## src/rtl/sr_bank_writer.sv

```systemverilog
// Command-side driver for a bank of N SR flip-flops: scans the bank one bit per
// cycle, issues set/reset only where q differs from the latched target, then checks.
module sr_bank_writer #(
  parameter int N  = 8,
  parameter int CW = 4
) (
  input  logic           clk,
  input  logic           rst,
  input  logic           start,
  input  logic [N-1:0]   target,
  input  logic [N-1:0]   q_in,
  output logic [2*N-1:0] sr_bus,
  output logic           ready,
  output logic           busy,
  output logic           done,
  output logic           match,
  output logic [CW-1:0]  nchg
);

  localparam int IW = $clog2(N);
  localparam logic [IW-1:0] LAST_IDX = IW'(N - 1);

  typedef enum logic [1:0] {IDLE, SCAN, FLUSH, CHECK} state_t;

  state_t         state;
  logic [IW-1:0]  idx;
  logic [N-1:0]   target_r;
  logic           set_bit;
  logic           rst_bit;
  logic [2*N-1:0] cmd_bus;

  // Set and reset are mutually exclusive by construction, so 11 can never be formed.
  always_comb begin
    set_bit = target_r[idx] & ~q_in[idx];
    rst_bit = ~target_r[idx] & q_in[idx];
    cmd_bus = '0;
    cmd_bus[{idx, 1'b0} +: 2] = {set_bit, rst_bit};
  end

  assign ready = (state == IDLE);
  assign busy  = ~ready;

  always_ff @(posedge clk or posedge rst) begin
    if (rst) begin
      state    <= IDLE;
      idx      <= '0;
      target_r <= '0;
      sr_bus   <= '0;
      done     <= 1'b0;
      match    <= 1'b0;
      nchg     <= '0;
    end else begin
      sr_bus <= '0;
      done   <= 1'b0;
      case (state)
        IDLE: begin
          if (start) begin
            target_r <= target;
            idx      <= '0;
            nchg     <= '0;
            state    <= SCAN;
          end
        end
        SCAN: begin
          sr_bus <= cmd_bus;
          if (set_bit | rst_bit) begin
            nchg <= nchg + CW'(1);
          end
          if (idx == LAST_IDX) begin
            state <= FLUSH;
          end else begin
            idx <= idx + IW'(1);
          end
        end
        // Gives the bank one edge to sample the last bit's command before the check.
        FLUSH: begin
          state <= CHECK;
        end
        CHECK: begin
          match <= (q_in == target_r);
          done  <= 1'b1;
          idx   <= '0;
          state <= IDLE;
        end
        default: begin
          state <= IDLE;
        end
      endcase
    end
  end

endmodule

```

## config.mk

```make
export PLATFORM = sky130hd
export DESIGN_NAME = sr_bank_writer
export DESIGN_NICKNAME = d
export VERILOG_FILES = /design/src/rtl/sr_bank_writer.sv
export SDC_FILE = /design/constraint.sdc
export NUM_CORES = 1
export LEC_CHECK = 0
export BUFFER_PORTS_ARGS = -buffer_cell sky130_fd_sc_hd__buf_2
export CAP_MARGIN = 15
export CORE_MARGIN = 3
export CORE_UTILIZATION = 50
export CTS_BUF_LIST = sky130_fd_sc_hd__clkbuf_16
export CTS_CLUSTER_SIZE = 10
export DETAILED_ROUTE_END_ITERATION = 16
export PLACE_DENSITY = 0.82
export SYNTH_ARGS = -nofsm -noshare
export SYNTH_HDL_FRONTEND = slang
export SYNTH_SLANG_ARGS = --single-unit
```

## constraint.sdc

```tcl
create_clock -name clk -period 3 [get_ports clk]
set_input_delay 0.15 -clock clk [delete_from_list [all_inputs] [get_ports clk]]
set_output_delay 0.15 -clock clk [all_outputs]
set_load 0.03 [all_outputs]
```

# Word-level counts from Yosys, hierarchy flattened
# Cells that the tools add are included.
[op_classes] reduce_logical=7 shift=2 n_mul=0 div=0 mux=15 n_addsub=3 eq_ne=9 magnitude_cmp=1 n_bitwise=7
[ops] operator="$and A16 B16 Y16" count=1
[ops] operator="$mux W16" count=1
[ops] operator="$shift A2 B6 Y16 const A" count=1
[ops] operator="$shiftx A2 B6 Y16" count=1
[ops] operator="$pmux W3 S3" count=1
[ops] operator="$eq A8 B8 Y1" count=1
[ops] operator="$mux W4" count=2
[ops] operator="$ne A2 B2 Y1 const B" count=4
[ops] operator="$pmux W2 S4" count=1
[ops] operator="$pmux W4 S2" count=1
[ops] operator="$bmux W1 S3" count=2
[ops] operator="$mux W3" count=2
[ops] operator="$neg A4 Y6" count=1
[ops] operator="$reduce_and A3 Y1" count=2
[ops] operator="$add A4 B1 Y4 const B" count=1
[ops] operator="$eq A2 B2 Y1 const B" count=2
[ops] operator="$lt A3 B4 Y1 const B" count=1
[ops] operator="$mux W2" count=2
[ops] operator="$reduce_and A2 Y1" count=2
[ops] operator="$add A3 B1 Y3 const B" count=1
[ops] operator="$eq A3 B3 Y1 const B" count=1
[ops] operator="$mux W1" count=3
[ops] operator="$not A1 Y1" count=3
[ops] operator="$reduce_bool A3 Y1" count=1
[ops] operator="other kinds (5)" count=6
[totals] register_bits=35 latchBits=0 romBits=0 word_cells=51 ramBits=0 mem_count=0 input_bits=19 out_inout_bits=24

# Longest topological paths before layout
# Gate-level depths: netlist (run 1).
[depth] depth_word=7 depth_mapped=10 depth_no_buf=9

# Least setup slack after synthesis (run 1)
# OpenSTA, ideal clock, no wires.
[synth_timing] path_kind="flip-flop to flip-flop" from="register idx[0]" to="register nchg[3]" t_required_ns=2.917 path_slack_ns=0.802 period_less_slack_ns=2.198 setup_ns=0.083 t_arrival_ns=2.115 path_stages_with_launch=11 n_path_buf=1 path_cell_list="dfrtp_1 -> buf_6 -> mux4_1 -> nand2_1 -> and2_4 -> inv_2 -> ha_1 -> nand4b_1 -> nor3_1 -> a21oi_1 -> o21ai_0"
[synth_between] elab_chain_len=7 word_cells_on_any_way=11 classes_between="eq/ne (1); mux (4); bitwise (5); reduce/logical (1)"
[synth_rtl] item="start, declared" line="26" source="logic [IW-1:0] idx;"
[synth_rtl] item="start signal, assigned" line="72" source="idx <= idx + IW'(1);"
[synth_rtl] item="$bmux W1 S3" line="34, 35"
[synth_rtl] item="$mux W1 (implied by the code)" line="34, 35"
[synth_rtl] item="$not A1 Y1, on equally long branches" line="34, 35"
[synth_rtl] item="$and A1 B1 Y1, on equally long branches" line="34, 35"
[synth_rtl] item="$or A1 B1 Y1 (*)" line="66" source="if (set_bit | rst_bit) begin"
[synth_rtl] item="$ne A2 B2 Y1 (no line) (*)"
[synth_rtl] item="$reduce_and A3 Y1 (no line) (*)"
[synth_rtl] item="end signal, assigned" line="67" source="nchg <= nchg + CW'(1);"
[synth_rtl] item="end, declared" line="17" source="output logic [CW-1:0] nchg"
# Every way passes the cells marked *; elsewhere a longest branch is shown, timed or not. The select of a mux whose other input is x is not followed.
# A chain may end at the register's enable or synchronous reset.

# Final worst setup path (run 1)
# Ends and elaborated chain as after synthesis.

==> results of run 1 <==
==> area by class of cell <==
| cell class | instances | area (um2) | share of cell area (%) |
|---|---|---|---|
| multi-input cells | 109 | 826 | 38.1 |
| flip-flops and latches | 35 | 876 | 40.4 |
| repair buffers | 44 | 228 | 10.5 |
| inverters | 11 | 41.3 | 1.91 |
| well taps | 44 | 55.1 | 2.54 |
| clock buffers | 5 | 125 | 5.78 |
| clock inverters | 3 | 15.0 | 0.693 |
==> path summary, 6_finish.rpt <==
kind | start | to | slack (ns)
min in group asynchronous | rst | state[1] | 0.52
max in group asynchronous | rst | nchg[0] | 2.18
worst min-delay path | target[3] | target_r[3] | 0.10
worst min register to register | nchg[3] | nchg[3] | 0.55
worst max register to register | idx[0] | nchg[3] | 0.59
worst max-delay path | idx[0] | nchg[3] | 0.59
==> cells in the mapped netlist <==
cell      instances  share of area, %
and2_1            3               1.1
a211o_1           1              0.50
and3_1            4               1.4
nand2_1          14               3.0
nand4_1           1              0.36
nand3_1           4               1.1
o211ai_1          1              0.43
a22oi_1           2              0.85
nand3b_1          1              0.43
nor2b_1           2              0.71
mux2_2            9               5.8
ha_1             11               7.8
dfrtp_1          35                50
nor4bb_1          1              0.57
o21ai_0           8               2.3
nor4_2            1              0.71
inv_1             9               1.9
nand2b_1          2              0.71
and2b_1           1              0.43
and2_4            1              0.50
or3_1             1              0.36
nand4b_1          2              0.99
buf_6             1              0.64
nor2_1           17               3.6
clkbuf_1          2              0.43
a32o_1            1              0.57
xor2_1            8               4.0
mux4_2            1               1.3
nor4_1            2              0.71
inv_2             2              0.43
a21oi_1           3              0.85
o32a_1            1              0.57
mux4_1            3               4.5
nor3_1            3              0.85
==> cells by family (layout without fill, tap and decap cells) <==
| family | Yosys count | after routing | synth area share [%] |
|---|---|---|---|
| AOI/OAI and AO/OA | 17 | 17 | 6.04 |
| xor gates and xnor gates | 8 | 8 | 3.98 |
| adders and majority gates | 11 | 11 | 7.81 |
| buffers and inverters | 14 | 63 | 3.41 |
| DFF | 35 | 35 | 49.7 |
| muxes | 13 | 13 | 11.5 |
| and+or+nand+nor | 60 | 60 | 17.5 |
==> state kept, by name (all words and copies together) (netlist names) <==
signal    flops
done          1
idx           3
match         1
nchg          4
sr_bus       16
state         2
target_r      8
==> power by group through the flow <==
stage | registers [uW] | logic [uW] | clock network [uW]
floorplan | 709 | 670 | 0
global placement | 695 | 832 | 0
detailed placement | 704 | 872 | 0
CTS | 699 | 878 | 492
global route | 719 | 973 | 512
finish | 700 | 873 | 479
==> worst max-delay path, stage by stage (launching register included) <==
cell      delay (ns)
dfrtp_1         0.57
mux4_1          0.60
nand2_1         0.08
and2_4          0.14
inv_2           0.03
ha_1            0.34
nand4b_1        0.23
nor3_1          0.15
a21oi_1         0.06
o21ai_0         0.14
==> timing repair <==
action / in CTS / in global routing
setup buffers: 0 / 0
hold endpoints to repair: 35 / 0
hold buffers: 1 / 0
setup endpoints to repair: 0 / 0
==> layer usage <==
layer,wire length [um],up-vias
met2,1710,46
met4,61,0
met1,1380,632
met3,228,8
li1,-,644
met5,0,-
==> through the flow <==
stage                     instance area [um2]  setup WS (ns)  hold WS, ns  cells  utilization (%)
final                                    2170          0.586        0.105    251             67.6
after global routing                     2170          0.392        0.100    251             67.6
after CTS                                2170          0.562        0.101    251             67.6
after detailed placement                 2020          0.573        0.266    242             62.9
after global placement                   2020          0.677        0.252    242             62.9
after floorplan                          1760          0.802        0.301    158                -
==> cells in the final DEF (no fill, tap or decap), types with 4 or more instances in the layout <==
| cell | count |
|---|---|
| nand3_1 | 4 |
| xor2_1 | 8 |
| mux2_2 | 9 |
| and3_1 | 4 |
| o21ai_0 | 8 |
| inv_1 | 9 |
| ha_1 | 11 |
| buf_2 | 42 |
| nand2_1 | 14 |
| clkbuf_16 | 5 |
| nor2_1 | 17 |
| dfrtp_1 | 35 |
==> flow_summary.ini, run 1 <==
[status]
status = finished, final reports clean

[grt]
grt_pass1_wl_um = 5790
grt_overflow_total = 0
grt_pass1_vias = 1303
met2_usage_pct = 30.6
met1_usage_pct = 20.5
grt_util_all_layers_pct = 18.0
antenna_found_initial = 0
top_usage_layer = met2
grt_max_degree = 36
use_met3_pct = 5.13

[timing]
tns_ns = 0
max_freq_mhz = 414
skew_ns = 0.00688
rsz0062_at_grt = no
fin_crit_sh_pct = 80.5
setup_violations = 0
worst_pin_slew_ns = 0.421
fin_crit_ns = 2.41
report.final.slew_viol_count = 0
hold_viol_final = 0
max-slew-margin-rel_pct = 71.9

[setup_path]
end_kind = flip-flop
critPathRequiredTime_ns = 3.20
critPathArrivalTime_ns = 2.61
crit_type = reg2reg
start_kind = flip-flop
ff2ff_path_depth = 9
crit_fanout = 12

[die]
fp.dieH_um = 65.4
die_width_um = 65.4
start_util_pct = 55.0
fp-row-count = 20
io_pins = 43
design.core.area_um2 = 3200
dieArea_um2 = 4270

[hold_path]
hold_path.class = in2reg
min_path_cells = 2

[detailed_routing]
wl_per_cell_um = 13.5
drc = 0
ant_nets = 0
firstDrtPassIters = 4
vias = 1330
wl_um = 3380
drt_iter0_markers = 48
drt-vias-per-instance = 5.30

[clock_tree]
cts_made_buffers = 5
cts_resized = 0
cts_max_level = 2
cts_root_buf = clkbuf_16
path_clk_slew_ns = 0.05
tritoncts = yes
clk_latency_ns = 0.28
cts_buffer_depth = 2
cts.sinks = 35

[layout]
antennaDiodeCount = 0
fin_nets = 236
fillers = 263
drive_gt1_share_pct = 31.4
syn_to_final_growth_pct = 22.9

[pwr]
intPower_uw = 1270
pwr-share-seq_pct = 34.1
switching_share_pct = 38.2
p_switching_uw = 784
vdd_drop_max_mv = 0.598
power_density_nw_per_um2 = 947
finalPower_uw = 2050
clkPwrFrac_pct = 23.3
combinationalPowerShare_pct = 42.5
cellLeakagePower_uw = 0.00111

[synth]
syn_nets = 188
syn_area_um2 = 1760
yosysUniqueCellTypes = 34
synth_warnings = 0
synth-seq-cells = 35
seq_area_frac_synth_pct = 49.7
syn_inst = 158
syn_avg_cell_area_um2 = 11.1

[placed_design]
gp_congestion = 0.855
hpwl_um = 2560
numPortBuffers = 42

[run]
maxCapViolCount = 0
(Power assumes the default switching activity.)
==> inputs of run 2 (changes only) <==
CORE_UTILIZATION = 47   (was 50)
PLACE_DENSITY = 0.81   (was 0.82)
clock period = 2 ns   (was 3 ns; I/O delays follow)
==> flow_summary.ini, run 2 (synthesis results as in run 1) <==
[timing]
fin_crit_sh_pct = 98.8
skew_ns = 0.00545
max-slew-margin-rel_pct = 71.5
hold_viol_final = 0
setup_violations = 0
layout_setup_ws_ns = 0.0246
rsz0062_at_grt = yes
worst_pin_slew_ns = 0.427
fin_crit_ns = 1.98
max_freq_mhz = 506
report.final.slew_viol_count = 0
tns_ns = 0

[grt]
antenna_found_initial = 0
met2_usage_pct = 27.9
top_usage_layer = met2
grt_overflow_total = 0
grt_pass1_vias = 1245
use_met3_pct = 5.82
grt_util_all_layers_pct = 16.4
met1_usage_pct = 18.6
grt_max_degree = 36
grt_pass1_wl_um = 5470

[detailed_routing]
wl_um = 3160
wl_per_cell_um = 12.3
firstDrtPassIters = 4
ant_nets = 0
vias = 1318
drc = 0
drt-vias-per-instance = 5.11
drt_iter0_markers = 52

[setup_path]
crit_type = reg2reg
critPathRequiredTime_ns = 2.20
r2r_slack_ns = 0.02
critPathArrivalTime_ns = 2.18
ff2ff_path_depth = 9
reg2reg_to = nchg[3]
crit_fanout = 5
start_kind = flip-flop
end_kind = flip-flop
reg2reg_from = idx[0]

[placed_design]
numPortBuffers = 42
postPlaceCellArea_um2 = 2060
gp_congestion = 0.822
hpwl_um = 2440
place_ws_ns = -0.0950

[hold_path]
hold_path.class = in2reg
hold_start = target[4]
min_to = target_r[4]
min_path_cells = 2

[layout]
syn_to_final_growth_pct = 26.2
seq_area_um2 = 877
reg_top3 = sr_bus x16, target_r x8, nchg x4
mostFrequentLayoutCell = buf_2
fin_nets = 241
antennaDiodeCount = 0
final_cell_mix = 42 x buf_2, 34 x dfrtp_1, 17 x nor2_1
fillers = 294
multi_input_area_um2 = 846
largest_reg_flops = 16
largest-register = sr_bus
drive_gt1_share_pct = 36.3
fin_area_um2 = 2220

[clock_tree]
cts_buffer_depth = 2
cts.sinks = 35
tritoncts = yes
cts_root_buf = clkbuf_16
cts_setup_buffers = 0
cts_max_level = 2
clk_latency_ns = 0.27
cts_made_buffers = 5
path_clk_slew_ns = 0.05

[die]
dieArea_um2 = 4520
die_width_um = 67.2
io_pins = 43
fp.dieH_um = 67.2
start_util_pct = 50.8
design.core.area_um2 = 3470
fp-row-count = 21

[pwr]
vdd_drop_max_mv = 0.690
finalPower_uw = 3250
cellLeakagePower_uw = 0.00113
power_density_nw_per_um2 = 1460

[status]
status = finished, final reports clean

[run]
maxCapViolCount = 0
## run 2: worst max-delay path by stage
stage / from / endpoint / slack [ns] / depth (start not counted)
after global routing: idx[0] / nchg[3] / -0.09 / 9
after global placement: idx[0] / nchg[3] / -0.06 / 8
final: idx[0] / nchg[3] / 0.02 / 9
after CTS: idx[0] / nchg[3] / -0.04 / 9
after floorplan: idx[0] / nchg[3] / -0.06 / 10
after detailed placement: idx[0] / nchg[3] / -0.1 / 8
## run 2: layer usage
layer / share of wire [%] / vias to the layer above
met5: 0 / -
met4: 1.9 / 0
met3: 7.2 / 5
met2: 50 / 42
met1: 41 / 618
li1: - / 653
## run 2: final cells by class
type                    instances  share of cell area [%]
flip-flops and latches         35                    39.4
multi-input cells             109                    38.0
inverters                      11                    1.86
clock inverters                 3                   0.506
clock buffers                   5                    5.63
well taps                      46                    2.59
repair buffers                 49                    11.9
## run 2: where the power goes
group          internal (uW)  switching (uW)  total [uW]
Combinational            720             801        1520
Sequential               873             159        1030
Clock                    446             254         700
## run 2: what timing repair did
item | CTS | global route
hold buffers | 1 | 0
endpoints found under the setup margin | 4 | 6
pin swaps | 2 | 4
gates resized for setup | 2 | 6
endpoints found under the hold margin | 35 | 0
## run 2: worst max-delay path: stages (launching register included)
cell	delay, ns
dfrtp_2	0.43
mux4_2	0.50
nand2_1	0.07
and2_4	0.14
inv_2	0.04
ha_4	0.22
nand4b_1	0.20
nor3_2	0.12
a21oi_1	0.05
o21ai_1	0.11
## run 2: stage by stage
step / utilization (%) / hold slack (ns) / instances
2_1_floorplan: - / 0.251 / 158
3_3_place_gp: 59.5 / 0.210 / 249
3_5_place_dp: 59.5 / 0.214 / 249
4_1_cts: 63.6 / 0.0514 / 258
5_1_grt: 64.1 / 0.0520 / 258
6_report: 64.1 / 0.0542 / 258
==> inputs of run 3 (changes only) <==
CORE_UTILIZATION = 49   (was 47)
CTS_BUF_LIST = sky130_fd_sc_hd__clkbuf_4 sky130_fd_sc_hd__clkbuf_8   (was sky130_fd_sc_hd__clkbuf_16)
PLACE_DENSITY = 0.84   (was 0.81)
REMOVE_ABC_BUFFERS = 1   (was default)
==> flow_summary.ini, run 3 (synthesis results as in run 1) <==
[status]
status = finished with violations
violations = negative setup slack

[layout]
mostFrequentLayoutCell = buf_2
largest_reg_flops = 16
fillers = 262
reg_top3 = sr_bus x16, target_r x8, nchg x4
syn_to_final_growth_pct = 31.4
fin_nets = 255
antennaDiodeCount = 0
final_cells = 272
final_cell_mix = 42 x buf_2, 34 x dfrtp_1, 17 x nor2_1
final_core_util_pct = 68.3
drive_gt1_share_pct = 37.2
largest-register = sr_bus

[detailed_routing]
drt-vias-per-instance = 5.03
wl_um = 3550
wl_per_cell_um = 13.0
drt_iter0_markers = 77
firstDrtPassIters = 4
vias = 1367
ant_nets = 0
drc = 0

[pwr]
clkPwrFrac_pct = 19.1
cellLeakagePower_uw = 0.00116
combinationalPowerShare_pct = 50.2
intPower_uw = 2060
switching_share_pct = 37.7
power_density_nw_per_um2 = 1430
p_switching_uw = 1250
vdd_drop_max_mv = 0.935
pwr-share-seq_pct = 30.7

[timing]
setup_violations = 2
fin_crit_ns = 2.07
hold_viol_final = 0
worst_pin_slew_ns = 0.426
max-slew-margin-rel_pct = 71.6
tns_ns = -0.121
report.final.slew_viol_count = 0
whs_ns = 0.110
fin_crit_sh_pct = 103
max_freq_mhz = 484
skew_ns = 0.0113
layout_setup_ws_ns = -0.0652
rsz0062_at_grt = yes

[setup_path]
end_kind = flip-flop
start_kind = flip-flop
crit_fanout = 6
crit_type = reg2reg
critPathRequiredTime_ns = 2.27
critPathArrivalTime_ns = 2.34

[run]
maxCapViolCount = 0

[placed_design]
hpwl_um = 2600
dp.cells = 253
numPortBuffers = 42
place_ws_ns = -0.304
gp_congestion = 0.872

[clock_tree]
path_clk_slew_ns = 0.11
cts_made_buffers = 5
clk_latency_ns = 0.34
cts.sinks = 35
tritoncts = yes
cts_root_buf = clkbuf_4
cts_max_level = 2
cts_buffer_depth = 2

[die]
design.core.area_um2 = 3390
die_width_um = 66.0
fp.dieH_um = 66.0
start_util_pct = 52.0
fp-row-count = 21
dieArea_um2 = 4350
io_pins = 43

[grt]
grt_max_degree = 36
antenna_found_initial = 0
grt_pass1_wl_um = 5930
grt_pass1_vias = 1347
grt_overflow_total = 0
grt_util_all_layers_pct = 18.0

[hold_path]
hold_path.class = in2reg
## run 3: worst paths after layout
kind	from	end	slack, ns	cells after the start
setup / recovery	idx[0]	nchg[3]	-0.07	9
hold / removal	start	nchg[2]	0.11	4
setup reg to reg	idx[0]	nchg[3]	-0.07	9
hold reg to reg	match	match	0.55	2
max in group asynchronous	rst	state[0]	1.30	4
min in group asynchronous	rst	idx[0]	0.38	4
## run 3: power by group through the flow
stage	clock network, uW	logic, uW	registers (uW)
6_report	631	1660	1020
5_1_grt	680	1840	1030
4_1_cts	654	1580	1010
3_5_place_dp	0	1490	1020
3_3_place_gp	0	1420	1010
2_1_floorplan	0	959	1090
## run 3: layer usage
metal	wire length, um	vias to the layer above	track usage, %
met2	1790	47	31.2
met4	62	0	6.09
met3	242	9	6.29
li1	-	677	-
met1	1450	634	20.5
met5	0	-	0
## run 3: final cells by class
| class | count | area, um2 | area share, % |
|---|---|---|---|
| well taps | 46 | 57.6 | 2.49 |
| repair buffers | 63 | 390 | 16.9 |
| multi-input cells | 109 | 843 | 36.4 |
| inverters | 11 | 41.3 | 1.78 |
| clock inverters | 3 | 67.6 | 2.92 |
| clock buffers | 5 | 37.5 | 1.62 |
| flip-flops and latches | 35 | 877 | 37.9 |
## run 3: repair_timing
| action | in CTS | in global routing |
|---|---|---|
| resized for setup | 5 | 5 |
| hold buffers | 9 | 0 |
| buffers inserted | 0 | 2 |
| setup endpoints to repair | 4 | 8 |
| endpoints found under the hold margin | 43 | 0 |
| pin swaps | 0 | 3 |
## run 3: critical path, stage by stage, from the launching register on
cell and delay (ns):
dfrtp_2 0.46, mux4_2 0.52, nand2_1 0.09, and2_4 0.14, inv_2 0.04, ha_4 0.23
nand4b_1 0.19, nor3_1 0.15, a21oi_1 0.06, o21ai_1 0.11
## run 3: stage by stage
stage                     cell area, um2  power, uW
final                               2310       3310
after global routing                2310       3560
after CTS                           2290       3250
after detailed placement            2090       2510
after global placement              2090       2430
after floorplan                     1740       2050
